==> config.mk <==
export PLATFORM = sky130hd
export DESIGN_NAME = regfile_wb_arbiter
export DESIGN_NICKNAME = d
export VERILOG_FILES = /design/src/rtl/regfile_wb_arbiter.sv
export SDC_FILE = /design/constraint.sdc
export NUM_CORES = 1
export LEC_CHECK = 0
export ABC_AREA = 1
export BUFFER_PORTS_ARGS = -buffer_cell sky130_fd_sc_hd__buf_2
export CAP_MARGIN = 5
export CORE_MARGIN = 4
export CORE_UTILIZATION = 51
export DETAILED_ROUTE_END_ITERATION = 7
export PLACE_DENSITY = 0.87
export SLEW_MARGIN = 40
export SYNTH_ARGS = -nofsm -noshare
export SYNTH_HDL_FRONTEND = slang
export SYNTH_SLANG_ARGS = --single-unit
==> constraint.sdc <==
create_clock -name clk -period 4.1 [get_ports clk]
set_clock_uncertainty 0.1 [all_clocks]
set_input_delay 0.205 -clock clk [delete_from_list [all_inputs] [get_ports clk]]
set_output_delay 0.205 -clock clk [all_outputs]
set_load 0.005 [all_outputs]
==> src/rtl/regfile_wb_arbiter.sv <==
// Writeback arbiter for the shared register-file write port.
// Round-robin grant among NUM_REQ requesters, one registered write per cycle,
// plus a per-register pending-write scoreboard for issue-stage hazard checks.
module regfile_wb_arbiter #(
  parameter int NUM_REQ = 3,
  parameter int DATA_W  = 19,
  parameter int ADDR_W  = 3
) (
  input  logic                      clk,
  input  logic                      reset,
  input  logic [NUM_REQ-1:0]        req_valid,
  input  logic [NUM_REQ*ADDR_W-1:0] req_addr,
  input  logic [NUM_REQ*DATA_W-1:0] req_data,
  output logic [NUM_REQ-1:0]        req_ready,
  output logic                      rf_we,
  output logic [ADDR_W-1:0]         rf_waddr,
  output logic [DATA_W-1:0]         rf_wdata,
  input  logic                      issue_valid,
  input  logic [ADDR_W-1:0]         issue_addr,
  output logic                      issue_ready,
  input  logic [ADDR_W-1:0]         rd_addr1,
  input  logic [ADDR_W-1:0]         rd_addr2,
  output logic                      hazard1,
  output logic                      hazard2,
  output logic [(1<<ADDR_W)-1:0]    busy_vec
);
  localparam int PTR_W = (NUM_REQ > 1) ? $clog2(NUM_REQ) : 1;
  localparam int NREG  = 1 << ADDR_W;

  logic [PTR_W-1:0]   r_rr_ptr;
  logic               r_we;
  logic [ADDR_W-1:0]  r_waddr;
  logic [DATA_W-1:0]  r_wdata;
  logic [NREG-1:0]    r_busy;

  int                 w_idx;
  logic               w_any;
  logic [PTR_W-1:0]   w_gnt_idx;
  logic [NUM_REQ-1:0] w_grant;
  logic [PTR_W-1:0]   w_ptr_nxt;
  logic [ADDR_W-1:0]  w_sel_addr;
  logic [DATA_W-1:0]  w_sel_data;
  logic               w_issue_fire;
  logic [NREG-1:0]    w_busy_nxt;

  // Rotating search starting at rr_ptr; the first valid requester wins.
  always_comb begin
    w_idx     = 0;
    w_any     = 1'b0;
    w_gnt_idx = '0;
    w_grant   = '0;
    for (int k = 0; k < NUM_REQ; k++) begin
      w_idx = (int'(r_rr_ptr) + k) % NUM_REQ;
      if (!w_any && req_valid[w_idx]) begin
        w_any          = 1'b1;
        w_gnt_idx      = PTR_W'(w_idx);
        w_grant[w_idx] = 1'b1;
      end
    end
  end

  assign w_ptr_nxt  = (w_gnt_idx == PTR_W'(NUM_REQ-1)) ? '0 : w_gnt_idx + PTR_W'(1);
  assign w_sel_addr = req_addr[w_gnt_idx*ADDR_W +: ADDR_W];
  assign w_sel_data = req_data[w_gnt_idx*DATA_W +: DATA_W];

  // Scoreboard update: writeback clears first, a new issue to the same register wins.
  assign w_issue_fire = issue_valid & ~r_busy[issue_addr];
  always_comb begin
    w_busy_nxt = r_busy;
    if (r_we)         w_busy_nxt[r_waddr]    = 1'b0;
    if (w_issue_fire) w_busy_nxt[issue_addr] = 1'b1;
  end

  // Register the winning write and advance the round-robin pointer past the winner.
  always_ff @(posedge clk or posedge reset) begin
    if (reset) begin
      r_rr_ptr <= '0;
      r_we     <= 1'b0;
      r_waddr  <= '0;
      r_wdata  <= '0;
    end else begin
      r_we <= w_any;
      if (w_any) begin
        r_rr_ptr <= w_ptr_nxt;
        r_waddr  <= w_sel_addr;
        r_wdata  <= w_sel_data;
      end
    end
  end

  // Pending-write scoreboard state.
  always_ff @(posedge clk or posedge reset) begin
    if (reset) r_busy <= '0;
    else       r_busy <= w_busy_nxt;
  end

  assign req_ready   = w_grant;
  assign rf_we       = r_we;
  assign rf_waddr    = r_waddr;
  assign rf_wdata    = r_wdata;
  assign issue_ready = ~r_busy[issue_addr];
  assign hazard1     = r_busy[rd_addr1];
  assign hazard2     = r_busy[rd_addr2];
  assign busy_vec    = r_busy;
endmodule

Word-level counts from Yosys, hierarchy flattened. Cells that the tools add are included.

Equality and inequality tests: 1. Add/subtract/negate cells: 3. Div/mod/pow operators: 3. Order comparisons: 12. Reduce and logical (&&, ||, !) cells: 9. Mux-type cells: 37. Multiply operators: 2. Shifts and indexed selects: 2. Bitwise gates (word level): 7.

Operators with widths (count): $ge 32x1->1 const B (3); $lt 32x4->1 const B (3); $mod 32x3->32 const B (2); $shiftx 57x8->19 (1); $mod 3x3->32 const B (1); $mux 1 (17); $lt 3x4->1 const B (4); $mux 8 (2); $bmux 1 s3 (3); $mux 3 (3); $shiftx 9x5->3 (1); $and 8x8->8 (1); $mux 2 (4); $not 8->8 (1); $or 8x8->8 (1); $logic_and 1x1->1 (7); $mul 2x5->7 const B (1); $bmux 1 s2 (3); $demux 1 s2 (3); $demux 1 s3 (2); $ge 3x1->1 const B (2); $or 3x3->3 (2); $mul 2x2->4 const B (1); $add 2x1->3 const B (1); other kinds (6) (7).

Memories: 0. Latch bits: 0. Input bits: 81. Register bits: 33. Output and inout port bits: 37. Word-level logic and storage cells: 81. Memory bits (read-only): 0. Memory bits (writable): 0.

Logic depth before layout (Yosys ltp). Gate-level depths: netlist of run 1.

Depth in word-level cells: 13. Mapped depth: 14. Depth with buffers taken out: 13.

Worst setup path after synthesis of run 1. No wires, ideal clock.

Path kind: register -> register. Start point: register r_rr_ptr[0]. End point: register r_wdata[10], in the netlist rf_wdata[10]. Stages on the path, launching flop included: 13. Period minus slack after synthesis: 1.939 ns. Path slack: 2.161 ns. Arrival time: 1.766 ns. Buffers on the path: 1. Library setup time: 0.073 ns. Required time: 3.927 ns. Cells stage by stage: dfrtp_1 > inv_1 > ha_1 > inv_2 > nand2_1 > nand3_1 > nand2_2 > nand4_2 > nand2_2 > inv_2 > buf_2 > nand3_1 > a21oi_2.

Word-level cells in the longest chain between the ends: 13. Elaborated cells on any way between the ends: 26. Classes of those cells: add/sub (2); mul (1); div (3); shift (1); mux (15); reduce/logical (4).

RTL lines: start: declaration (line 30) `logic [PTR_W-1:0] r_rr_ptr;`; start signal: assignment (line 84) `r_rr_ptr <= w_ptr_nxt;`; parallel branches: the longest is 13 deep, another holds $mod 32x3->32; end signal: assignment (line 86) `r_wdata <= w_sel_data;`; end: declaration (line 33) `logic [DATA_W-1:0] r_wdata;`.

Several ways; the timed one is not identified. The select of a mux whose other input is x is not followed. A chain may end at the register's enable or synchronous reset.

Worst setup path in the final report of run 1.
Start point: register r_rr_ptr[0]. End point: register r_wdata[0], in the netlist rf_wdata[0].

The elaborated chain is that of the path after synthesis.

==> impl_metrics.prom, run 1 <==
# TYPE chip_impl_metric gauge
chip_impl_metric{name="postSynthNetCount",unit=""} 450
chip_impl_metric{name="final-hold-violation-count",unit=""} 0
chip_impl_metric{name="synth_area",unit="µm²"} 2470
chip_impl_metric{name="detailedPlacementHpwl",unit="mm"} 5.48
chip_impl_info{name="rsz0062_at_grt",value="no"} 1
chip_impl_metric{name="synth_enable_flop_cells",unit=""} 0
chip_impl_info{name="clock-root-buffer",value="clkbuf_8"} 1
chip_impl_metric{name="multi_input_area",unit="µm²"} 1280
chip_impl_metric{name="total_wirelength_of_the_detailed_routed_design",unit="mm"} 7.07
chip_impl_metric{name="initial_core_util",unit="%"} 52.3
chip_impl_metric{name="synthesis.instances",unit=""} 365
chip_impl_metric{name="clockPowerShare",unit="%"} 8.4
chip_impl_metric{name="wp_data_required",unit="ns"} 4.16
chip_impl_metric{name="setup_tns",unit="ns"} 0
chip_impl_metric{name="final_cycle_utilization_of_the_critical_path",unit="%"} 65.3
chip_impl_metric{name="placement.setup.worst_slack",unit="ns"} 1.45
chip_impl_metric{name="share_comb_of_total_power",unit="%"} 69.2
chip_impl_metric{name="reg2reg_setup_slack",unit="ns"} 1.42
chip_impl_metric{name="seq_area",unit="µm²"} 826
chip_impl_metric{name="worst-endpoint-arrival",unit="ns"} 2.74
chip_impl_metric{name="cp_max_fo",unit=""} 26
chip_impl_metric{name="worst_slew_pin_slew",unit="ns"} 0.543
chip_impl_metric{name="synth.yosys.seq_area_share",unit="%"} 33.4
chip_impl_metric{name="detail_route.vias_per_cell",unit=""} 5.18
chip_impl_metric{name="worst_hold_path_depth",unit=""} 3
chip_impl_metric{name="wl_per_cell",unit="µm"} 13.0
chip_impl_metric{name="finalInstanceArea",unit="µm²"} 3170
chip_impl_metric{name="layout_cell_share_with_drive_strength_beyond_1",unit="%"} 32.5
chip_impl_metric{name="drv.max_cap_violation_count",unit=""} 0
chip_impl_metric{name="min_period",unit="ns"} 2.68
chip_impl_info{name="worstHoldEndpoint",value="rf_wdata[3]"} 1
chip_impl_metric{name="ctsResizeCount",unit=""} 0
chip_impl_metric{name="filler_cell_count",unit=""} 428
chip_impl_metric{name="path_depth_of_the_worst_reg2reg_path",unit=""} 11
chip_impl_metric{name="core-area",unit="µm²"} 4720
chip_impl_metric{name="final_core_utilization",unit="%"} 67.0
chip_impl_info{name="r2r-end",value="rf_wdata[0]"} 1
chip_impl_metric{name="clock_transition_at_path_regs",unit="ns"} 0.06
chip_impl_metric{name="clock-sinks",unit=""} 33
chip_impl_metric{name="chipWidth",unit="µm"} 77.6
chip_impl_metric{name="antenna_found_initial",unit=""} 0
chip_impl_metric{name="placement.io_buffers",unit=""} 117
chip_impl_metric{name="power.net_switching",unit="mW"} 1.49
chip_impl_info{name="hp-class",value="in -> reg"} 1
chip_impl_metric{name="yosys_warnings",unit=""} 0
chip_impl_metric{name="num_rows",unit=""} 25
chip_impl_metric{name="final-max-slew-violation-count",unit=""} 0
chip_impl_metric{name="tritoncts.num_buffers",unit=""} 5
chip_impl_metric{name="max_slew_margin",unit="%"} 63.7
chip_impl_metric{name="maxClockFrequency",unit="MHz"} 374
chip_impl_metric{name="remaining_drc_errors",unit=""} 0
chip_impl_metric{name="vdd.ir_drop.worst",unit="V"} 0.000642
chip_impl_metric{name="postSynth.asyncResetShare",unit="%"} 100
chip_impl_metric{name="count_of_cell_types_in_the_netlist",unit=""} 28
chip_impl_metric{name="total_die_area",unit="µm²"} 6030
chip_impl_info{name="worstSetupEndpointType",value="register"} 1
chip_impl_metric{name="setup_viols_final",unit=""} 0
chip_impl_info{name="cp-start-kind",value="register"} 1
chip_impl_info{name="hold_path_startpoint",value="req_data[41]"} 1
chip_impl_metric{name="groute.usage.overall",unit="%"} 23.3
chip_impl_metric{name="setup_slack",unit="ns"} 1.42
chip_impl_metric{name="ctsLongestPathBuffers",unit=""} 2
chip_impl_info{name="tritoncts",value="done"} 1
chip_impl_metric{name="gr-total-overflow",unit=""} 0
chip_impl_metric{name="die_h",unit="µm"} 77.6
chip_impl_metric{name="drtIter0Drc",unit=""} 215
chip_impl_metric{name="gp_routability_congestion",unit=""} 0.949
chip_impl_info{name="final_common_cell",value="buf_2"} 1
chip_impl_metric{name="drt_pass1_iterations",unit=""} 4
chip_impl_metric{name="area_delta_synth_final",unit="%"} 28.0
chip_impl_metric{name="fin_nets",unit=""} 562
chip_impl_metric{name="netSwitchingFraction",unit="%"} 52.0
chip_impl_metric{name="ioPinCount",unit=""} 118
chip_impl_metric{name="intPower",unit="mW"} 1.37
chip_impl_metric{name="vias",unit=""} 2820
chip_impl_metric{name="p_per_area",unit="nW/µm²"} 904
chip_impl_metric{name="totalPowerFinal",unit="mW"} 2.86
chip_impl_metric{name="htree_num_levels",unit=""} 2
chip_impl_metric{name="number_of_flip_flops_and_latches_in_the_synthesized_netlist",unit=""} 33
chip_impl_metric{name="grt_start_max_net_pins",unit=""} 34
chip_impl_metric{name="clk-insertion-delay-late",unit="ns"} 0.28
chip_impl_info{name="layout.cells.most_common_list",value="117 x buf_2, 70 x inv_1, 60 x nand3_1, 48 x nand2_1, 44 x a21oi_1"} 1
chip_impl_info{name="synth_top_flop_cell",value="dfrtp_1"} 1
chip_impl_metric{name="first_global_vias",unit=""} 2673
chip_impl_metric{name="grt_pass1_wl",unit="mm"} 11.5
chip_impl_metric{name="detail-route-antenna-nets",unit=""} 0
chip_impl_metric{name="dpl_cell_area",unit="µm²"} 3070
chip_impl_metric{name="total_leakage_power",unit="nW"} 1.79
chip_impl_metric{name="avgSynthCellArea",unit="µm²"} 6.77
chip_impl_info{name="worst_path_class_setup",value="reg -> reg"} 1
chip_impl_info{name="outcome",value="completed"} 1
chip_impl_info{name="critical_path.reg2reg.startpoint",value="r_rr_ptr[0]"} 1
chip_impl_metric{name="share_seq_of_total_power",unit="%"} 22.4
chip_impl_metric{name="insertedDiodeCount",unit=""} 0
## worst max-delay path: stages, from the launching register on
cell	delay, ns
dfrtp_1	0.39
inv_1	0.09
ha_1	0.42
inv_2	0.12
nand2_1	0.08
nand3_1	0.09
nand2_2	0.12
nand2_1	0.11
nor2_4	0.44
inv_2	0.33
nor2_1	0.20
a21oi_1	0.05
## metrics by stage
step | std cells | hold WS (ns)
floorplan | 365 | 0.234
global placement | 536 | 0.202
detailed placement | 536 | 0.214
CTS | 544 | 0.130
global route | 544 | 0.135
finish | 544 | 0.131
## kinds of logic (layout without fill, tap and decap cells)
| family | Yosys count | after routing | share of synthesized area (%) |
|---|---|---|---|
| buffers and inverters | 90 | 202 | 14.8 |
| AND/OR/NAND/NOR | 149 | 149 | 29.3 |
| AO/OA/AOI/OAI | 89 | 89 | 20.5 |
| adder cells (fa/ha/maj) | 4 | 4 | 2.02 |
| flip-flops | 33 | 33 | 33.4 |
## area by class of cell
class | count | area share, %
Clock buffer | 7 | 2.73
Tap cell | 67 | 2.65
Multi-Input combinational cell | 242 | 40.5
Sequential cell | 33 | 26.1
Timing Repair Buffer | 119 | 19.1
Inverter | 76 | 9.01
## synth_stat cells, types with 2 or more instances
library cell	count	area (µm²)
inv_2	6	22.5
inv_1	70	263
nand3_1	60	300
buf_2	10	50.1
a21oi_1	44	220
o21ai_1	2	10.0
o21ai_0	22	110
o22ai_1	5	31.3
nor2_1	25	93.8
nand2_4	3	33.8
nand2_1	48	180
a32oi_1	2	17.5
ha_1	4	50.1
buf_4	3	22.5
nand2_2	6	37.5
a21oi_2	10	87.6
nand3_2	2	20.0
dfrtp_1	33	826
## registers in the layout, summed over array words and instances, names as in the netlist
name / flops
busy_vec: 8
rf_wdata: 19
rf_we: 1
rf_waddr: 3
r_rr_ptr: 2
## worst max-delay path by stage
stage | slack, ns | to | from
final | 1.42 | rf_wdata[0] | r_rr_ptr[0]
after global routing | 1.19 | r_rr_ptr[0] | r_rr_ptr[0]
after CTS | 1.43 | r_rr_ptr[0] | r_rr_ptr[0]
after detailed placement | 1.45 | r_rr_ptr[0] | r_rr_ptr[0]
after global placement | 1.61 | r_rr_ptr[0] | r_rr_ptr[0]
after floorplan | 2.16 | rf_wdata[10] | r_rr_ptr[0]
## per-layer routing
metal / global-route usage, % / vias to the layer above / wire (µm) / part of all wire [%]
li1: - / 1413 / - / -
met1: 27.3 / 1247 / 2780 / 39
met3: 4.64 / 19 / 583 / 8.2
met5: 0 / - / 0 / 0
met4: 11.2 / 0 / 205 / 2.9
met2: 40.3 / 141 / 3510 / 50
## power by group through the flow
stage                     clock (mW)  combinational (mW)  sequential, mW
after global placement             0                1.90           0.640
after CTS                      0.244                1.98           0.639
final                          0.241                1.98           0.641
after floorplan                    0                1.52           0.636
after detailed placement           0                1.97           0.645
after global routing           0.262                2.23           0.661
## timing repair
item,in CTS,in global routing
hold buffers,1,0
hold endpoints to repair,33,0
buffers inserted,0,0
No activity file was read; power rests on OpenSTA's default activity.
==> run 2: changes to the inputs <==
--- a/config.mk
+++ b/config.mk
@@ -5,13 +5,13 @@
 export SDC_FILE = /design/constraint.sdc
 export NUM_CORES = 1
 export LEC_CHECK = 0
-export ABC_AREA = 1
+export ABC_AREA = 0
 export BUFFER_PORTS_ARGS = -buffer_cell sky130_fd_sc_hd__buf_2
 export CAP_MARGIN = 5
 export CORE_MARGIN = 4
-export CORE_UTILIZATION = 51
+export CORE_UTILIZATION = 46
 export DETAILED_ROUTE_END_ITERATION = 7
-export PLACE_DENSITY = 0.87
+export PLACE_DENSITY = 0.81
 export SLEW_MARGIN = 40
 export SYNTH_ARGS = -nofsm -noshare
 export SYNTH_HDL_FRONTEND = slang
==> constraint.sdc (replaced) <==
create_clock -name clk -period 2.55 [get_ports clk]
set_clock_uncertainty 0.1 [all_clocks]
set_input_delay 0.1275 -clock clk [delete_from_list [all_inputs] [get_ports clk]]
set_output_delay 0.1275 -clock clk [all_outputs]
set_load 0.005 [all_outputs]
==> impl_metrics.prom, run 2 <==
# TYPE chip_impl_metric gauge
chip_impl_info{name="synth_top_flop_cell",value="dfrtp_1"} 1
chip_impl_metric{name="final-hold-violation-count",unit=""} 0
chip_impl_metric{name="yosys_warnings",unit=""} 0
chip_impl_metric{name="initial_core_util",unit="%"} 47.5
chip_impl_metric{name="core-area",unit="µm²"} 4750
chip_impl_metric{name="num_rows",unit=""} 25
chip_impl_metric{name="netSwitchingFraction",unit="%"} 42.0
chip_impl_metric{name="total_leakage_power",unit="nW"} 1.55
chip_impl_info{name="worstSetupEndpointType",value="output pin"} 1
chip_impl_metric{name="setup_viols_final",unit=""} 0
chip_impl_metric{name="die_h",unit="µm"} 78.1
chip_impl_metric{name="postSynth.asyncResetShare",unit="%"} 100
chip_impl_metric{name="first_global_vias",unit=""} 2301
chip_impl_metric{name="number_of_flip_flops_and_latches_in_the_synthesized_netlist",unit=""} 33
chip_impl_metric{name="worst-endpoint-arrival",unit="ns"} 2.16
chip_impl_info{name="final_common_cell",value="buf_2"} 1
chip_impl_metric{name="vias",unit=""} 2280
chip_impl_info{name="critical_path.reg2reg.startpoint",value="r_rr_ptr[1]"} 1
chip_impl_metric{name="synth.yosys.seq_area_share",unit="%"} 36.5
chip_impl_metric{name="synth_enable_flop_cells",unit=""} 0
chip_impl_info{name="critical_path.most_common_cell",value="mux2_2"} 1
chip_impl_metric{name="min_period",unit="ns"} 2.38
chip_impl_info{name="yosys-top-cells-count",value="33 x dfrtp_1, 25 x mux2i_1, 24 x o21ai_1, 23 x a22oi_1"} 1
chip_impl_metric{name="power.net_switching",unit="mW"} 1.71
chip_impl_metric{name="postSynthNetCount",unit=""} 287
chip_impl_metric{name="worst_slew_pin_slew",unit="ns"} 0.424
chip_impl_info{name="tritoncts",value="done"} 1
chip_impl_metric{name="max_slew_margin",unit="%"} 71.7
chip_impl_metric{name="share_comb_of_total_power",unit="%"} 62.2
chip_impl_metric{name="groute.usage.overall",unit="%"} 21.5
chip_impl_metric{name="area_delta_synth_final",unit="%"} 42.1
chip_impl_info{name="outcome",value="completed"} 1
chip_impl_metric{name="share_seq_of_total_power",unit="%"} 25.1
chip_impl_info{name="rsz0062_at_grt",value="no"} 1
chip_impl_metric{name="synthesis.instances",unit=""} 202
chip_impl_info{name="layout.cells.most_common_list",value="117 x buf_2, 33 x dfrtp_1, 23 x o21ai_1, 23 x mux2i_1, 23 x a22oi_1"} 1
chip_impl_metric{name="grt_start_max_net_pins",unit=""} 34
chip_impl_metric{name="clock_transition_at_path_regs",unit="ns"} 0.06
chip_impl_metric{name="detail_route.vias_per_cell",unit=""} 5.59
chip_impl_info{name="slowest_stage",value="dfrtp_1"} 1
chip_impl_metric{name="intPower",unit="mW"} 2.37
chip_impl_metric{name="insertedDiodeCount",unit=""} 0
chip_impl_metric{name="total_die_area",unit="µm²"} 6100
chip_impl_metric{name="p_per_area",unit="nW/µm²"} 1270
chip_impl_metric{name="count_of_cell_types_in_the_netlist",unit=""} 50
chip_impl_metric{name="wl_per_cell",unit="µm"} 16.6
chip_impl_metric{name="fin_nets",unit=""} 425
chip_impl_metric{name="detail-route-antenna-nets",unit=""} 0
chip_impl_info{name="setup.worst_path.start",value="r_rr_ptr[0]"} 1
chip_impl_metric{name="drt_pass1_iterations",unit=""} 4
chip_impl_metric{name="largest_reg_flops",unit=""} 19
chip_impl_info{name="synth_most_common_cell",value="dfrtp_1"} 1
chip_impl_info{name="cp-start-kind",value="register"} 1
chip_impl_metric{name="reg2reg_setup_slack",unit="ns"} 0.26
chip_impl_metric{name="vdd.ir_drop.worst",unit="V"} 0.000708
chip_impl_metric{name="finish.cell_count_without_fillers",unit=""} 408
chip_impl_metric{name="maxClockFrequency",unit="MHz"} 420
chip_impl_metric{name="total_wirelength_of_the_detailed_routed_design",unit="mm"} 6.76
chip_impl_metric{name="avgSynthCellArea",unit="µm²"} 11.2
chip_impl_metric{name="cpPeakStageDelay",unit="ns"} 0.40
chip_impl_metric{name="cp_max_fo",unit=""} 3
chip_impl_metric{name="final_cycle_utilization_of_the_critical_path",unit="%"} 93.4
chip_impl_metric{name="clockPowerShare",unit="%"} 12.7
chip_impl_info{name="clock-root-buffer",value="clkbuf_8"} 1
chip_impl_metric{name="remaining_drc_errors",unit=""} 0
chip_impl_metric{name="htree_num_levels",unit=""} 2
chip_impl_metric{name="setup_tns",unit="ns"} 0
chip_impl_metric{name="dpl.cell_count",unit=""} 380
chip_impl_metric{name="totalPowerFinal",unit="mW"} 4.09
chip_impl_metric{name="drv.max_cap_violation_count",unit=""} 0
chip_impl_metric{name="gp_routability_congestion",unit=""} 0.917
chip_impl_info{name="cp_cell_sequence",value="inv_1 -> ha_4 -> mux2_2 -> mux2_4 -> nand2_1 -> o21ai_0 -> mux2_2 -> buf_2"} 1
chip_impl_metric{name="synth_top_area_share",unit="%"} 36.5
chip_impl_metric{name="gr-total-overflow",unit=""} 0
chip_impl_metric{name="chipWidth",unit="µm"} 78.1
chip_impl_metric{name="final_core_utilization",unit="%"} 67.5
chip_impl_metric{name="path_depth_of_the_worst_reg2reg_path",unit=""} 8
chip_impl_info{name="hp-class",value="in -> reg"} 1
chip_impl_metric{name="detailedPlacementHpwl",unit="mm"} 4.85
chip_impl_metric{name="synth_area",unit="µm²"} 2260
chip_impl_metric{name="finalInstanceArea",unit="µm²"} 3210
chip_impl_metric{name="ioPinCount",unit=""} 118
chip_impl_metric{name="tritoncts.num_buffers",unit=""} 5
chip_impl_metric{name="clk-insertion-delay-late",unit="ns"} 0.29
chip_impl_metric{name="grt_pass1_wl",unit="mm"} 10.6
chip_impl_metric{name="wp_data_required",unit="ns"} 2.32
chip_impl_metric{name="antenna_found_initial",unit=""} 0
chip_impl_info{name="r2r-end",value="rf_wdata[18]"} 1
chip_impl_metric{name="ctsLongestPathBuffers",unit=""} 2
chip_impl_metric{name="drtIter0Drc",unit=""} 107
chip_impl_info{name="timing.critical_path.to",value="req_ready[0]"} 1
chip_impl_metric{name="layout_cell_share_with_drive_strength_beyond_1",unit="%"} 46.9
chip_impl_metric{name="postCtsSetupBuffers",unit=""} 0
chip_impl_metric{name="clock-sinks",unit=""} 33
chip_impl_metric{name="dpl_cell_area",unit="µm²"} 2870
chip_impl_info{name="synth_top_area_cell",value="dfrtp_1"} 1
chip_impl_metric{name="final-max-slew-violation-count",unit=""} 0
chip_impl_info{name="synth.top_cells.by_area",value="dfrtp_1 37%, mux2i_1 11%, a22oi_1 7.6%, mux4_2 6.0%, o21ai_1 5.3%"} 1
chip_impl_info{name="worst_path_class_setup",value="reg -> out"} 1
chip_impl_metric{name="placement.io_buffers",unit=""} 117
[run 2: how the worst min path moves through the flow]
stage / startpoint / to / slack [ns] / cells after the start
after global routing: req_data[47] / rf_wdata[9] / 0.01 / 3
after floorplan: reset / busy_vec[0] / 0.16 / 1
after CTS: req_data[47] / rf_wdata[9] / 0.006 / 3
after global placement: reset / rf_wdata[10] / 0.13 / 3
final: req_data[38] / rf_wdata[0] / 0.005 / 3
after detailed placement: reset / rf_wdata[10] / 0.14 / 3
[run 2: final cells by class]
type                    count  area (µm²)
clock inverters             1        30.0
clock buffers               7        86.3
well taps                  67        83.8
repair buffers            144         851
fillers                   373        1540
multi-input cells         151        1310
flip-flops and latches     33         826
inverters                   5        21.3
[run 2: kinds of logic (layout without fill, tap and decap cells)]
group	Yosys count	after routing	synth area share (%)
AND/OR/NAND/NOR	36	36	10.4
AO/OA/AOI/OAI	75	75	24.7
buffers and inverters	18	157	6.42
flip-flops	33	33	36.5
adder cells (fa/ha/maj)	4	4	2.21
multiplexers	36	36	19.7
[run 2: routing by layer]
layer,vias up,routed length [µm],track usage (%)
li1,1060,-,-
met4,0,187,7.34
met3,19,537,5.73
met5,-,0,0
met2,112,3410,37.7
met1,1089,2620,25.4
[run 2: metrics by stage]
| stage | setup slack (ns) | hold slack, ns |
|---|---|---|
| floorplan | 0.410 | 0.156 |
| global placement | 0.292 | 0.129 |
| detailed placement | 0.187 | 0.135 |
| CTS | 0.0691 | 0.00592 |
| global route | 0.0327 | 0.00954 |
| finish | 0.167 | 0.00535 |
[run 2: power groups by stage]
stage | registers (mW) | logic [mW] | clock network [mW]
6_report | 1.03 | 2.54 | 0.518
5_1_grt | 1.07 | 2.77 | 0.542
4_1_cts | 1.02 | 2.50 | 0.518
3_5_place_dp | 1.03 | 2.46 | 0
3_3_place_gp | 1.02 | 2.39 | 0
2_1_floorplan | 1.00 | 1.85 | 0
[run 2: timing repair]
item,CTS,global route
endpoints found under the setup margin,1,2
endpoints found under the hold margin,52,0
hold buffers,20,0
resized for setup,1,3
[run 2: worst max-delay path: cells and delay by family, from the launching register on]
| kind | cells | cell delay [ns] |
|---|---|---|
| AOI/OAI and AO/OA | 1 | 0.07 |
| adders and majority gates | 1 | 0.16 |
| buffers and inverters | 2 | 0.29 |
| muxes | 3 | 0.89 |
| and+or+nand+nor | 1 | 0.07 |
| DFF | 1 | 0.40 |
